**config.mk**
```make
export PLATFORM = sky130hd
export DESIGN_NAME = pkt_rr_arbiter
export DESIGN_NICKNAME = d
export VERILOG_FILES = /design/src/rtl/pkt_arb_pkg.sv /design/src/rtl/pkt_rr_arbiter_rr_pick.sv /design/src/rtl/pkt_rr_arbiter.sv
export SDC_FILE = /design/constraint.sdc
export NUM_CORES = 1
export LEC_CHECK = 0
export BUFFER_PORTS_ARGS = -buffer_cell sky130_fd_sc_hd__buf_4
export CAP_MARGIN = 40
export CORE_AREA = 3 3 66 68
export DETAILED_ROUTE_END_ITERATION = 16
export DIE_AREA = 0 0 69 71
export PLACE_DENSITY = 0.75
export SYNTH_ARGS = -nofsm -noshare
export SYNTH_HDL_FRONTEND = slang
export SYNTH_SLANG_ARGS = --single-unit
```
**constraint.sdc**
```tcl
create_clock -name aclk -period 1.7 [get_ports aclk]
set_input_delay 0.085 -clock aclk [delete_from_list [all_inputs] [get_ports aclk]]
set_output_delay 0.085 -clock aclk [all_outputs]
set_load 0.05 [all_outputs]
```
**src/rtl/pkt_arb_pkg.sv**
```systemverilog
// Shared types and constants for the packet round-robin arbiter.
package pkt_arb_pkg;

  // Arbiter FSM: ARB picks the next stream, PASS forwards one packet.
  typedef enum logic {
    ARB  = 1'b0,
    PASS = 1'b1
  } arb_state_e;

  // Width of each per-stream packet counter.
  localparam int unsigned C_CNT_WIDTH = 32;

endpackage

```
**src/rtl/pkt_rr_arbiter_rr_pick.sv**
```systemverilog
// Rotate-priority search: first requesting stream after last_grant, wrapping.
module rr_pick
  import pkt_arb_pkg::*;
#(
  parameter int unsigned C_NUM_QUEUES = 4
) (
  input  logic [C_NUM_QUEUES-1:0]         req,
  input  logic [$clog2(C_NUM_QUEUES)-1:0] last_grant,
  output logic                            found,
  output logic [$clog2(C_NUM_QUEUES)-1:0] idx
);

  localparam int unsigned C_IDX_W = $clog2(C_NUM_QUEUES);

  int unsigned        w_pos;
  logic [C_IDX_W-1:0] w_cand;

  // Walk offsets 1..N from last_grant; the first hit wins.
  always_comb begin
    found  = 1'b0;
    idx    = '0;
    w_pos  = 0;
    w_cand = '0;
    for (int unsigned k = 1; k <= C_NUM_QUEUES; k++) begin
      w_pos  = (32'(last_grant) + k) % C_NUM_QUEUES;
      w_cand = w_pos[C_IDX_W-1:0];
      if (!found && req[w_cand]) begin
        found = 1'b1;
        idx   = w_cand;
      end
    end
  end

endmodule

```
**src/rtl/pkt_rr_arbiter.sv**
```systemverilog
// Packet-level round-robin arbiter over C_NUM_QUEUES AXI-Stream inputs.
// A grant is held for a whole packet (until an accepted tlast beat), with one
// arbitration cycle between packets. Outputs are registered.
// Optional macro PKT_RR_ARBITER_STATS_EN adds per-stream packet counters on
// output pkt_cnt.
module pkt_rr_arbiter
  import pkt_arb_pkg::*;
#(
  parameter int unsigned C_NUM_QUEUES = 4,
  parameter int unsigned C_DATA_WIDTH = 8,
  parameter int unsigned C_MTY_WIDTH  = 8
) (
  input  logic                                  aclk,
  input  logic                                  areset,
  input  logic [C_NUM_QUEUES-1:0]               s_axis_tvalid,
  input  logic [C_NUM_QUEUES*C_DATA_WIDTH-1:0]  s_axis_tdata,
  input  logic [C_NUM_QUEUES-1:0]               s_axis_tlast,
  input  logic [C_NUM_QUEUES*C_MTY_WIDTH-1:0]   s_axis_tuser_mty,
  output logic [C_NUM_QUEUES-1:0]               s_axis_tready,
  output logic                                  m_axis_tvalid,
  output logic [C_DATA_WIDTH-1:0]               m_axis_tdata,
  output logic                                  m_axis_tlast,
  output logic [C_MTY_WIDTH-1:0]                m_axis_tuser_mty,
  input  logic                                  m_axis_tready,
  output logic [$clog2(C_NUM_QUEUES)-1:0]       grant_idx,
  output logic                                  busy
`ifdef PKT_RR_ARBITER_STATS_EN
  ,
  output logic [C_NUM_QUEUES*C_CNT_WIDTH-1:0]   pkt_cnt
`endif
);

  localparam int unsigned C_IDX_W = $clog2(C_NUM_QUEUES);

  arb_state_e          r_state;
  logic [C_IDX_W-1:0]  r_last_grant;
  logic [C_IDX_W-1:0]  r_grant;

  logic                    r_m_tvalid;
  logic [C_DATA_WIDTH-1:0] r_m_tdata;
  logic                    r_m_tlast;
  logic [C_MTY_WIDTH-1:0]  r_m_tmty;

  logic                w_found;
  logic [C_IDX_W-1:0]  w_pick;
  logic                w_slot_ready;
  logic                w_accept;
  logic                w_accept_last;
  int unsigned         w_gsel;

  rr_pick #(
    .C_NUM_QUEUES(C_NUM_QUEUES)
  ) u_pick (
    .req        (s_axis_tvalid),
    .last_grant (r_last_grant),
    .found      (w_found),
    .idx        (w_pick)
  );

  // Handshake decode for the granted stream; output slot frees when drained.
  always_comb begin
    w_gsel        = 32'(r_grant);
    w_slot_ready  = m_axis_tready | ~r_m_tvalid;
    s_axis_tready = '0;
    if (r_state == PASS) begin
      s_axis_tready[r_grant] = w_slot_ready;
    end
    w_accept      = (r_state == PASS) && s_axis_tvalid[r_grant] && w_slot_ready;
    w_accept_last = w_accept && s_axis_tlast[r_grant];
  end

  // Arbitration FSM: grant in ARB, hold grant until the packet's last beat.
  always_ff @(posedge aclk) begin
    if (areset) begin
      r_state      <= ARB;
      r_last_grant <= C_IDX_W'(C_NUM_QUEUES - 1);
      r_grant      <= '0;
    end else begin
      case (r_state)
        ARB: begin
          if (w_found) begin
            r_grant <= w_pick;
            r_state <= PASS;
          end
        end
        PASS: begin
          if (w_accept_last) begin
            r_last_grant <= r_grant;
            r_state      <= ARB;
          end
        end
        default: r_state <= ARB;
      endcase
    end
  end

  // Output register: load on accept, otherwise drain when downstream is ready.
  always_ff @(posedge aclk) begin
    if (areset) begin
      r_m_tvalid <= 1'b0;
      r_m_tdata  <= '0;
      r_m_tlast  <= 1'b0;
      r_m_tmty   <= '0;
    end else if (w_accept) begin
      r_m_tvalid <= 1'b1;
      r_m_tdata  <= s_axis_tdata[w_gsel*C_DATA_WIDTH +: C_DATA_WIDTH];
      r_m_tlast  <= s_axis_tlast[r_grant];
      r_m_tmty   <= s_axis_tuser_mty[w_gsel*C_MTY_WIDTH +: C_MTY_WIDTH];
    end else if (m_axis_tready) begin
      r_m_tvalid <= 1'b0;
    end
  end

  assign m_axis_tvalid    = r_m_tvalid;
  assign m_axis_tdata     = r_m_tdata;
  assign m_axis_tlast     = r_m_tlast;
  assign m_axis_tuser_mty = r_m_tmty;
  assign grant_idx        = r_grant;
  assign busy             = (r_state == PASS);

`ifdef PKT_RR_ARBITER_STATS_EN
  logic [C_CNT_WIDTH-1:0] r_pkt_cnt [C_NUM_QUEUES];

  // Count accepted tlast beats per stream; wraps naturally at 2^32.
  always_ff @(posedge aclk) begin
    if (areset) begin
      for (int unsigned i = 0; i < C_NUM_QUEUES; i++) begin
        r_pkt_cnt[i] <= '0;
      end
    end else if (w_accept_last) begin
      r_pkt_cnt[r_grant] <= r_pkt_cnt[r_grant] + C_CNT_WIDTH'(1);
    end
  end

  // Flatten counters onto the output bus, stream i at slice i.
  always_comb begin
    pkt_cnt = '0;
    for (int unsigned i = 0; i < C_NUM_QUEUES; i++) begin
      pkt_cnt[i*C_CNT_WIDTH +: C_CNT_WIDTH] = r_pkt_cnt[i];
    end
  end
`endif

endmodule

```
Word-level counts from Yosys, hierarchy flattened
Cells that the tools add are included.
{ "op_classes": {"shifts": 2, "bitwise": 4, "n_mux": 28, "n_lt_le_gt_ge": 6, "reduce_logical": 13, "add_sub_neg": 4} }
{ "op_table": {"columns": ["operator", "n"], "rows": [
  ["variable part select 32 x 6 -> 8 bit", 2],
  ["less-than comparator 2 x 3 -> 1 bit (second input constant)", 5],
  ["2-to-1 mux 1 bit", 15],
  ["binary-select mux 1 bit (select 2 bit)", 6],
  ["2-to-1 mux 2 bit", 4],
  ["logical AND 1 bit", 7],
  ["adder 2 x 1 -> 2 bit (second input constant)", 2],
  ["adder 2 bit (second input constant)", 2],
  ["bitwise AND 4 bit", 1],
  ["2-to-1 mux 4 bit", 1],
  ["AND reduction 2 bit", 2],
  ["zero test 1 bit", 3],
  ["demux 1 bit (select 2 bit)", 1],
  [">= comparator 2 x 1 -> 1 bit (second input constant)", 1],
  ["inverter 1 bit", 2],
  ["one-hot mux 1 bit (2 select lines)", 1],
  ["nonzero test 2 bit", 1],
  ["bitwise OR 1 bit", 1]
]} }
{ "word_totals": {"reg_bits": 23, "out_inout_bits": 25, "input_bits": 75, "elab_cells": 64} }

Logic depth before layout (Yosys ltp)
Gate-level depths: netlist of run 1.
{ "depth": {"word_depth": 15, "mapped_depth": 7, "ltp_nobuf": 4} }

By module
Synthesis of run 1 repeated with hierarchy kept, for this count alone.
{ "unflattened": {"cells_unflattened": 167, "hier_area_um2": 1666.6} }
{ "modules_own_cells": {"columns": ["module", "n_inst", "area_per_inst_um2", "cells_per_inst", "seq_area_each_um2"], "rows": [
  ["pkt_rr_arbiter", 1, 1575.3, 153, 460.4],
  ["rr_pick", 1, 91.3, 14, 0.0]
]} }

Least setup slack after synthesis of run 1
No wires, ideal clock.
{ "synth_path": {"path_type": "flip-flop to output port", "startpoint": "register r_grant[1] (netlist: grant_idx[1])", "endpoint": "output port s_axis_tready[2]", "arrival_ns": 2.333, "stages_incl_launch_ff": 5, "path_slack_ns": -0.718, "n_path_buf": 2, "required_time_ns": 1.615, "cell_sequence": "dfxtp_1 > buf_6 > clkbuf_1 > inv_1 > nor3_1"} }
{ "synth_between": {"elab_chain_len": 6, "word_cells_on_any_way": 7, "classes_between": "order compare (2); mux (3); bitwise (1); reduce/logical (1)"} }
{ "synth_lines": {"columns": ["item", "line_no", "source"], "rows": [
  ["start, declared", "pkt_rr_arbiter.sv:37", "logic [C_IDX_W-1:0] r_grant;"],
  ["start signal, assigned", "pkt_rr_arbiter.sv:82", "r_grant <= w_pick;"],
  ["less-than comparator 2 x 3 -> 1 bit (implied by the code) or >= comparator 2 x 1 -> 1 bit (tied branches)", "pkt_rr_arbiter.sv:66", "s_axis_tready[r_grant] = w_slot_ready;"],
  ["logical AND 1 bit (implied by the code)", "pkt_rr_arbiter.sv:66", null],
  ["2-to-1 mux 1 bit (implied by the code)", "pkt_rr_arbiter.sv:66", null],
  ["demux 1 bit (select 2 bit) *", "pkt_rr_arbiter.sv:66", null],
  ["bitwise AND 4 bit (no line) *", null, null],
  ["2-to-1 mux 4 bit *", "pkt_rr_arbiter.sv:65", "if (r_state == PASS) begin"],
  ["end, declared", "pkt_rr_arbiter.sv:19", "output logic [C_NUM_QUEUES-1:0] s_axis_tready,"]
]} }
Every way passes the cells marked *; elsewhere a longest branch is shown, timed or not.

Worst setup path after layout of run 1
{ "layout_path": {"startpoint": "register r_grant[1] (netlist: grant_idx[1])", "endpoint": "register r_m_tdata[3] (netlist: m_axis_tdata[3])"} }
{ "layout_between": {"elab_chain_len": 4, "word_cells_on_any_way": 5, "classes_between": "shift (1); mux (2); reduce/logical (2)"} }
{ "layout_lines": {"columns": ["item", "line_no", "source"], "rows": [
  ["parallel branches: the longest is 4 deep, another holds variable part select 32 x 6 -> 8 bit", null, null],
  ["end signal, assigned", "pkt_rr_arbiter.sv:106", "r_m_tdata <= s_axis_tdata[w_gsel*C_DATA_WIDTH +: C_DATA_WIDTH];"],
  ["end, declared", "pkt_rr_arbiter.sv:40", "logic [C_DATA_WIDTH-1:0] r_m_tdata;"]
]} }
Several ways; the timed one is not identified. The select of a mux whose other input is x is not followed.
A chain may end at the register's enable or synchronous reset.

==> flow_summary.json, run 1 <==
{
  "outcome": "completed",
  "dieWidth_um": 69,
  "slew_headroom": 0.774,
  "min_from": "areset",
  "cts_setup_buffers": 0,
  "internal-power_w": 0.00111,
  "path_max_fanout": 10,
  "grtUsageMet2": 0.332,
  "sw_frac_of_total": 0.362,
  "final_common_cell": "buf_4",
  "dp_hpwl_um": 3480,
  "clk_path_buf_depth": 2,
  "viasPerCell": 5.08,
  "io_buffers": 99,
  "max_freq_ghz": 0.646,
  "place_ws_ps": 164,
  "clk_pin_slew_ps": 80,
  "cp.arrival_ps": 1690,
  "hold_path_class": "input port to flop",
  "path_class": "flop to flop",
  "holdPathEnd": "m_axis_tdata[1]$_SDFFE_PP0P_",
  "cts-resized-gates": 0,
  "grt_pass1_vias": 1598,
  "drv_cap": 0,
  "layout_min_cycle_time_ps": 1550,
  "setup_viol": 0,
  "synth_cell_types": 24,
  "fin_ws_ps": 153,
  "fin_crit_sh": 0.910,
  "tritoncts": "yes",
  "worst_r2r_path_depth": 5,
  "yosys-top-cells-area": "dfxtp_1 (33%), mux4_2 (27%), nand2_1 (10%), a21oi_1 (8.2%), nor2_1 (2.4%)",
  "firstDrtPassIters": 4,
  "grt_util_met3": 0.0568,
  "antenna_found_initial": 0,
  "netlist.area_leader.share": 0.329,
  "end_kind": "flop",
  "grt-busiest-layer": "met2",
  "power_frac_clock": 0.196,
  "synth.avg_cell_area_um2": 9.34,
  "max_slew.worst_pin.slew_ps": 336,
  "clk_latency_ps": 260,
  "syn_to_final_growth_pct": 60.6,
  "drtAntennaViolNets": 0,
  "cts.sinks": 23,
  "layout_common_cells": "buf_4 (105), nand2_1 (39), a21oi_1 (23)",
  "fin_worst_skew_ps": 4.32,
  "ys_warn_count": 0,
  "grt_max_degree": 24,
  "cts-root-buf": "clkbuf_8",
  "grt_setup_unrepaired": "no",
  "drt_iter0_markers": 65,
  "power_leakage_nw": 0.998,
  "grt_pass1_wl_um": 7000,
  "row_count": 23,
  "fill_cells": 382,
  "path_cells": "mux4_2 -> and3_4 -> buf_4 -> nand2_1 -> a21oi_1",
  "start_kind": "flop",
  "crit_family": "multiplexers",
  "drc": 0,
  "crit_buf_inv": 1,
  "slew_viol_final": 0,
  "h-tree-depth": 1,
  "instances_no_fill": 298,
  "power_w": 0.00174,
  "ios": 100,
  "seqPwrFrac": 0.362,
  "synth_cells": 150,
  "p_comb_frac": 0.442,
  "yosysTopAreaCell": "dfxtp_1",
  "wl_per_cell_um": 14.6,
  "ir_worst_vdd_v": 0.000300,
  "power_switching_w": 0.000629,
  "nets": 324,
  "syn_nets": 225,
  "critPathSlowestCell": "mux4_2",
  "vias": 1513,
  "synth_area_mm2": 0.00140,
  "initial_core_util": 0.358,
  "r2r_slack_ps": 150,
  "seq_area_frac_synth": 0.329,
  "die_h_um": 71,
  "grtUsageTotal": 0.175,
  "hold_viol": 0,
  "grt_overflow": 0,
  "antenna_cells": 0,
  "max_stage_delay_ps": 520,
  "ys_ff_latch": 23,
  "powerDensity_mw_per_mm2": 773,
  "reg2reg_from": "grant_idx[1]$_SDFFE_PP0P_",
  "cts-hold-fix-buffers": 0,
  "use_met1": 0.183,
  "r2r-end": "m_axis_tdata[3]$_SDFFE_PP0P_",
  "cts_buffers": 3,
  "required_ps": 1850,
  "die_area_mm2": 0.00490,
  "totalWireLength_um": 4340,
  "holdPathStages": 2,
  "dp.cells": 294,
  "core_mm2": 0.00391,
  "drive_gt1_frac": 0.536,
  "gp_congestion": 0.711
}
[power groups by stage]
stage	logic [W]	clock network [W]	registers, W
2_1_floorplan	0.000347	0	0.000794
3_3_place_gp	0.000761	0	0.000639
3_5_place_dp	0.000777	0	0.000641
4_1_cts	0.000777	0.000349	0.000629
5_1_grt	0.000828	0.000364	0.000636
6_report	0.000768	0.000342	0.000629
[Yosys cell counts (all sizes together)]
library cell,number
a211o,1
a211oi,3
a21oi,23
a221o,1
a22oi,1
and2,1
and3,1
buf,7
clkbuf,4
dfxtp,23
inv,3
mux2i,3
mux4,17
nand2,39
nand2b,4
nand3,2
nor2,9
nor2b,2
nor3,3
nor4,1
o21ai,1
o32a,1
[sequential cells by signal (all words and copies together), names as in the netlist]
signal,cells
m_axis_tlast,1
m_axis_tuser_mty,8
m_axis_tdata,8
m_axis_tvalid,1
r_last_grant,2
busy,1
grant_idx,2
[cell type report]
| class | instances | area (um^2) | area share |
|---|---|---|---|
| flip-flops and latches | 23 | 465 | 0.207 |
| repair buffers | 105 | 788 | 0.350 |
| clock inverters | 1 | 5.00 | 0.00222 |
| clock buffers | 3 | 41.3 | 0.0183 |
| multi-input cells | 113 | 877 | 0.390 |
| well taps | 50 | 62.6 | 0.0278 |
| inverters | 3 | 11.3 | 0.00500 |
[metrics by stage]
step | utilization | area (um^2) | hold WS, ps | setup TNS [ps]
5_1_grt | 0.575 | 2250 | 190 | 0
4_1_cts | 0.575 | 2250 | 163 | 0
6_report | 0.575 | 2250 | 169 | 0
2_1_floorplan | - | 1430 | 179 | -1210
3_5_place_dp | 0.563 | 2200 | 447 | 0
3_3_place_gp | 0.563 | 2200 | 442 | 0
[layer usage]
layer	share of wire	up-vias	wire, um
li1	-	736	-
met1	0.38	696	1640
met2	0.51	79	2230
met3	0.10	2	447
met4	0.0048	0	21
met5	0	-	0
[cells by family (layout without fill, tap and decap cells)]
kind of cell / Yosys count / after routing / share of synthesized area
AOI/OAI and AO/OA: 31 / 31 / 0.130
buffers and inverters: 14 / 112 / 0.0527
DFF: 23 / 23 / 0.329
muxes: 20 / 20 / 0.295
and+or+nand+nor: 62 / 62 / 0.194
[how the worst max path moves through the flow]
stage	cells after the start	slack (ps)	to	startpoint
after floorplan	4	-130	s_axis_tready[1]	grant_idx[0]$_SDFFE_PP0P_
after global placement	3	180	r_last_grant[0]$_SDFFE_PP1P_	grant_idx[1]$_SDFFE_PP0P_
after detailed placement	3	160	r_last_grant[0]$_SDFFE_PP1P_	grant_idx[1]$_SDFFE_PP0P_
after CTS	4	150	s_axis_tready[2]	grant_idx[1]$_SDFFE_PP0P_
after global routing	5	70	m_axis_tdata[6]$_SDFFE_PP0P_	grant_idx[1]$_SDFFE_PP0P_
final	5	150	m_axis_tdata[3]$_SDFFE_PP0P_	grant_idx[1]$_SDFFE_PP0P_
(Power assumes the default switching activity.)
==> run 2, diff against run 1 <==
--- a/config.mk
+++ b/config.mk
@@ -5,12 +5,14 @@
 export SDC_FILE = /design/constraint.sdc
 export NUM_CORES = 1
 export LEC_CHECK = 0
+export ABC_AREA = 1
 export BUFFER_PORTS_ARGS = -buffer_cell sky130_fd_sc_hd__buf_4
 export CAP_MARGIN = 40
-export CORE_AREA = 3 3 66 68
+export CORE_AREA = 3 3 67 69
 export DETAILED_ROUTE_END_ITERATION = 16
-export DIE_AREA = 0 0 69 71
+export DIE_AREA = 0 0 70 72
 export PLACE_DENSITY = 0.75
+export SKIP_LAST_GASP = 1
 export SYNTH_ARGS = -nofsm -noshare
 export SYNTH_HDL_FRONTEND = slang
 export SYNTH_SLANG_ARGS = --single-unit
==> flow_summary.json, run 2 <==
{
  "syn_nets": 311,
  "ff_latch_area_um2": 465,
  "power_switching_w": 0.00150,
  "synth.avg_cell_area_um2": 6.29,
  "min_from": "s_axis_tdata[25]",
  "cts_buffers": 3,
  "setup_viol": 0,
  "hold_viol": 0,
  "outcome": "completed",
  "drt_iter0_markers": 95,
  "firstDrtPassIters": 4,
  "synthArstFlopShare": 0,
  "clk_pin_slew_ps": 80,
  "dieWidth_um": 70,
  "yosys-top-cells-area": "dfxtp_1 (31%), nand2_1 (19%), nand3_1 (9.4%), a21oi_1 (8.1%), a221oi_1 (6.5%)",
  "drtAntennaViolNets": 0,
  "synth_area_mm2": 0.00149,
  "fill_cells": 392,
  "clk_path_buf_depth": 2,
  "synth_cell_types": 21,
  "drc": 0,
  "cts-root-buf": "clkbuf_8",
  "grt_pass1_vias": 1829,
  "synth_top_flop_cell": "dfxtp_1",
  "yosysTopAreaCell": "dfxtp_1",
  "tritoncts": "yes",
  "cp.arrival_ps": 1420,
  "initial_core_util": 0.374,
  "final_common_cell": "buf_4",
  "synth_top_family_by_area": "simple AND/OR/NAND/NOR gates",
  "io_buffers": 99,
  "fin_util": 0.593,
  "synth_edf_count": 0,
  "antenna_found_initial": 0,
  "ys_warn_count": 0,
  "fin_worst_skew_ps": 2.97,
  "fin_crit_sh": 0.885,
  "ios": 100,
  "core_mm2": 0.00397,
  "grtUsageTotal": 0.193,
  "ir_worst_vdd_v": 0.000552,
  "antenna_cells": 0,
  "seq_area_frac_synth": 0.310,
  "netlist.area_leader.share": 0.310,
  "nets": 408,
  "path_class": "flop to output port",
  "clk_latency_ps": 260,
  "synth_xor_area_frac": 0,
  "totalWireLength_um": 5110,
  "reg2reg_from": "grant_idx[1]$_SDFFE_PP0P_",
  "powerDensity_mw_per_mm2": 1270,
  "syn_to_final_growth_pct": 58.6,
  "h-tree-depth": 1,
  "die_area_mm2": 0.00504,
  "synthAdderAreaFrac": 0,
  "drv_cap": 0,
  "netlist_top_cells_count": "nand2_1 (74), nand3_1 (28), a21oi_1 (24)",
  "slew_viol_final": 0,
  "max_slew.worst_pin.slew_ps": 566,
  "layout_common_cells": "buf_4 (104), nand2_1 (74), nand3_1 (28)",
  "cp-startpoint": "busy$_SDFF_PP0_",
  "viasPerCell": 5.10,
  "ys_ff_latch": 23,
  "dp.cells": 377,
  "sw_frac_of_total": 0.500,
  "final.setup.tns_ps": 0,
  "muxShareOfSynthArea": 0,
  "hold_path_class": "input port to flop",
  "start_kind": "flop",
  "p_comb_frac": 0.626,
  "vias": 1947,
  "layout_min_cycle_time_ps": 1510,
  "wl_per_cell_um": 13.4,
  "power_frac_clock": 0.111,
  "grt_setup_unrepaired": "no",
  "instances_no_fill": 382,
  "end_kind": "output port",
  "gp_congestion": 0.825,
  "power_leakage_nw": 1.23,
  "internal-power_w": 0.00150,
  "row_count": 23,
  "grt_overflow": 0,
  "synth_cells": 236,
  "seqPwrFrac": 0.262,
  "synth_most_common_cell": "nand2_1",
  "cts.sinks": 23,
  "required_ps": 1620,
  "synth_compound_area_frac": 0.260,
  "max_freq_ghz": 0.664,
  "grt_pass1_wl_um": 8060,
  "path_max_fanout": 5,
  "synthSimpleGateAreaFrac": 0.343,
  "grt_max_degree": 35,
  "drive_gt1_frac": 0.380,
  "slew_headroom": 0.622,
  "die_h_um": 72,
  "dp_hpwl_um": 3980,
  "multi_input_area_um2": 908
}
==> run 2: cell type report <==
class                      count  share of cell area
inverter                      17              0.0271
multi-input combinational    182               0.386
timing repair buffer         106               0.344
tap                           50              0.0266
clock buffer                   4              0.0191
sequential                    23               0.198
==> run 2: logic make-up after synthesis <==
logic type,count (synthesis)
compound gates,61
buf+inv,31
flops,23
simple gates,121
==> run 2: stage by stage <==
step | setup WS, ps | total power [W] | cell area [um^2] | hold slack [ps]
floorplan | -30.6 | 0.00208 | 1500 | 154
global placement | 191 | 0.00264 | 2300 | 276
detailed placement | 86.5 | 0.00267 | 2300 | 274
CTS | 78.8 | 0.00301 | 2350 | 102
global route | 48.2 | 0.00323 | 2360 | 103
finish | 195 | 0.00300 | 2360 | 102
==> run 2: per-layer routing <==
metal	wire [um]	vias to the layer above	part of all wire	track usage
met1	1970	862	0.39	0.218
met4	49	0	0.0096	0.0468
met2	2530	84	0.49	0.350
li1	-	997	-	-
met5	0	-	0	0
met3	556	4	0.11	0.0665
==> run 2: path summary, 6_finish.rpt <==
kind	endpoint	slack [ps]	cells after the start
max	s_axis_tready[1]	190	5
min	m_axis_tdata[1]$_SDFFE_PP0P_	100	3
max reg2reg	m_axis_tuser_mty[5]$_SDFFE_PP0P_	240	7
min reg2reg	m_axis_tlast$_SDFFE_PP0P_	470	2
==> run 2: power groups by stage <==
stage | Clock, W | Combinational (W) | Sequential [W]
5_1_grt | 0.000371 | 0.00205 | 0.000807
4_1_cts | 0.000342 | 0.00188 | 0.000784
2_1_floorplan | 0 | 0.000931 | 0.00115
3_5_place_dp | 0 | 0.00188 | 0.000793
6_report | 0.000335 | 0.00188 | 0.000787
3_3_place_gp | 0 | 0.00185 | 0.000790
==> run 2: worst max-delay path, cell delays in order, from the launching register on <==
cell,delay (ps)
dfxtp_1,380
inv_2,60
nor2_1,210
inv_2,120
nor3_2,160
buf_4,230
==> run 2: repair_timing <==
item	CTS	global route
setup endpoints to repair	0	4
hold endpoints to repair	2	0
gates resized for setup	0	4
hold buffers	1	0
buffers inserted	0	0
==> run 3, diff against run 2 <==
--- a/config.mk
+++ b/config.mk
@@ -8,10 +8,10 @@
 export ABC_AREA = 1
 export BUFFER_PORTS_ARGS = -buffer_cell sky130_fd_sc_hd__buf_4
 export CAP_MARGIN = 40
-export CORE_AREA = 3 3 67 69
+export CORE_AREA = 3 3 64 66
 export DETAILED_ROUTE_END_ITERATION = 16
-export DIE_AREA = 0 0 70 72
-export PLACE_DENSITY = 0.75
+export DIE_AREA = 0 0 67 69
+export PLACE_DENSITY = 0.78
 export SKIP_LAST_GASP = 1
 export SYNTH_ARGS = -nofsm -noshare
 export SYNTH_HDL_FRONTEND = slang
==> constraint.sdc (replaced) <==
create_clock -name aclk -period 1.6 [get_ports aclk]
set_input_delay 0.08 -clock aclk [delete_from_list [all_inputs] [get_ports aclk]]
set_output_delay 0.08 -clock aclk [all_outputs]
set_load 0.05 [all_outputs]
==> flow_summary.json, run 3 (synthesized netlist as in run 2, its figures left out) <==
{
  "grtUsageTotal": 0.233,
  "dieWidth_um": 67,
  "layout_min_cycle_time_ps": 1490,
  "die_area_mm2": 0.00462,
  "cts-root-buf": "clkbuf_8",
  "worst_r2r_path_depth": 8,
  "sw_frac_of_total": 0.497,
  "power_leakage_nw": 1.26,
  "ios": 100,
  "p_comb_frac": 0.634,
  "drv_cap": 0,
  "h-tree-depth": 1,
  "wl_per_cell_um": 13.5,
  "holdPathEnd": "m_axis_tdata[5]$_SDFFE_PP0P_",
  "gp_congestion": 0.910,
  "crit_buf_inv": 4,
  "required_ps": 1520,
  "dp_hpwl_um": 4100,
  "max_slew.worst_pin.slew_ps": 591,
  "grt_overflow": 0,
  "drive_gt1_frac": 0.393,
  "internal-power_w": 0.00165,
  "antenna_cells": 0,
  "slew_headroom": 0.606,
  "antenna_found_initial": 0,
  "clk_path_buf_depth": 2,
  "r2r-end": "m_axis_tlast$_SDFFE_PP0P_",
  "min_from": "s_axis_tdata[29]",
  "totalWireLength_um": 5190,
  "max_stage_delay_ps": 380,
  "max_freq_ghz": 0.669,
  "crit_family": "buffers and inverters",
  "drc": 0,
  "final.setup.tns_ps": 0,
  "top_layer": "met4",
  "critPathSlowestCell": "dfxtp_1",
  "drt_iter0_markers": 126,
  "fin_worst_skew_ps": 6.29,
  "layout_common_cells": "buf_4 (109), nand2_1 (74), nand3_1 (28)",
  "whs_ps": 85.0,
  "cp.arrival_ps": 1410,
  "hold_path_class": "input port to flop",
  "powerDensity_mw_per_mm2": 1360,
  "path_cells": "inv_2 -> nor2_2 -> inv_1 -> buf_4 -> nor3_4 -> buf_6",
  "outcome": "completed",
  "setup_viol": 0,
  "start_kind": "flop",
  "grt_setup_unrepaired": "yes",
  "viasPerCell": 5.20,
  "core_mm2": 0.00363,
  "nets": 414,
  "syn_to_final_growth_pct": 62.8,
  "hold_viol": 0,
  "path_max_fanout": 4,
  "grt_pass1_wl_um": 8670,
  "row_count": 22,
  "power_switching_w": 0.00164,
  "tritoncts": "yes",
  "grt_max_degree": 25,
  "end_kind": "output port",
  "io_buffers": 99,
  "grt_pass1_vias": 2008,
  "vias": 2006,
  "drtAntennaViolNets": 0,
  "initial_core_util": 0.409,
  "reg2reg_from": "grant_idx[0]$_SDFFE_PP0P_",
  "wl_met2_um": 2570,
  "r2r_slack_ps": 140,
  "seqPwrFrac": 0.254,
  "ir_worst_vdd_v": 0.000680,
  "cts.sinks": 23,
  "clk_latency_ps": 260,
  "clk_pin_slew_ps": 90,
  "cts_buffers": 3,
  "firstDrtPassIters": 4,
  "power_frac_clock": 0.112,
  "final_common_cell": "buf_4",
  "die_h_um": 69,
  "holdPathStages": 3,
  "fin_crit_sh": 0.934,
  "path_class": "flop to output port",
  "slew_viol_final": 0,
  "route.met3.wl_um": 479,
  "wl_met1_um": 2120
}
[run 3: per-stage QoR]
step                      instance area, um^2  instances  total power (W)   util  worst slack [ps]
after floorplan                          1510        236          0.00222      -              -144
after global placement                   2350        381          0.00289  0.646              99.3
after detailed placement                 2350        381          0.00291  0.646              7.85
after CTS                                2400        386          0.00329  0.662             0.264
after global routing                     2420        386          0.00353  0.665             -15.6
final                                    2420        386          0.00329  0.665               105
[run 3: timing repair]
action                     in CTS  in global routing
hold buffers                    1                  0
setup endpoints to repair       0                  6
buffers inserted                0                  0
hold endpoints to repair        3                  0
gates resized for setup         0                  6
[run 3: routing by layer]
metal | up-vias | track usage
li1 | 1010 | -
met1 | 906 | 0.286
met2 | 86 | 0.393
met3 | 4 | 0.0651
met4 | 0 | 0.0563
met5 | - | 0
[run 3: worst max path at each step]
stage                                     end  slack (ps)                    startpoint  depth (start not counted)
floorplan                    s_axis_tready[2]        -140               busy$_SDFF_PP0_                          4
global placement    grant_idx[1]$_SDFFE_PP0P_         100  r_last_grant[0]$_SDFFE_PP1P_                         11
detailed placement  grant_idx[0]$_SDFFE_PP0P_           8  r_last_grant[0]$_SDFFE_PP1P_                         11
CTS                 grant_idx[0]$_SDFFE_PP0P_         0.3  r_last_grant[0]$_SDFFE_PP1P_                         11
global route        grant_idx[0]$_SDFFE_PP0P_         -20  r_last_grant[0]$_SDFFE_PP1P_                         11
finish                       s_axis_tready[1]         110               busy$_SDFF_PP0_                          6
[run 3: worst min-delay path, delay by kind of cell]
family	cells	cell delay [ps]
buf+inv	1	80
compound gates	2	170
[run 3: final cells by class]
type	count	area, um^2
Clock buffer	3	41.3
Tap cell	48	60.1
Sequential cell	23	470
Inverter	17	63.8
Fill cell	344	1220
Multi-Input combinational cell	182	917
Timing Repair Buffer	112	860
Clock inverter	1	5.00
[run 3: power groups by stage]
| stage | combinational, W | clock [W] | sequential (W) |
|---|---|---|---|
| after floorplan | 0.000999 | 0 | 0.00122 |
| after global placement | 0.00206 | 0 | 0.000838 |
| after detailed placement | 0.00207 | 0 | 0.000840 |
| after CTS | 0.00208 | 0.000377 | 0.000832 |
| after global routing | 0.00227 | 0.000406 | 0.000855 |
| final | 0.00209 | 0.000369 | 0.000835 |
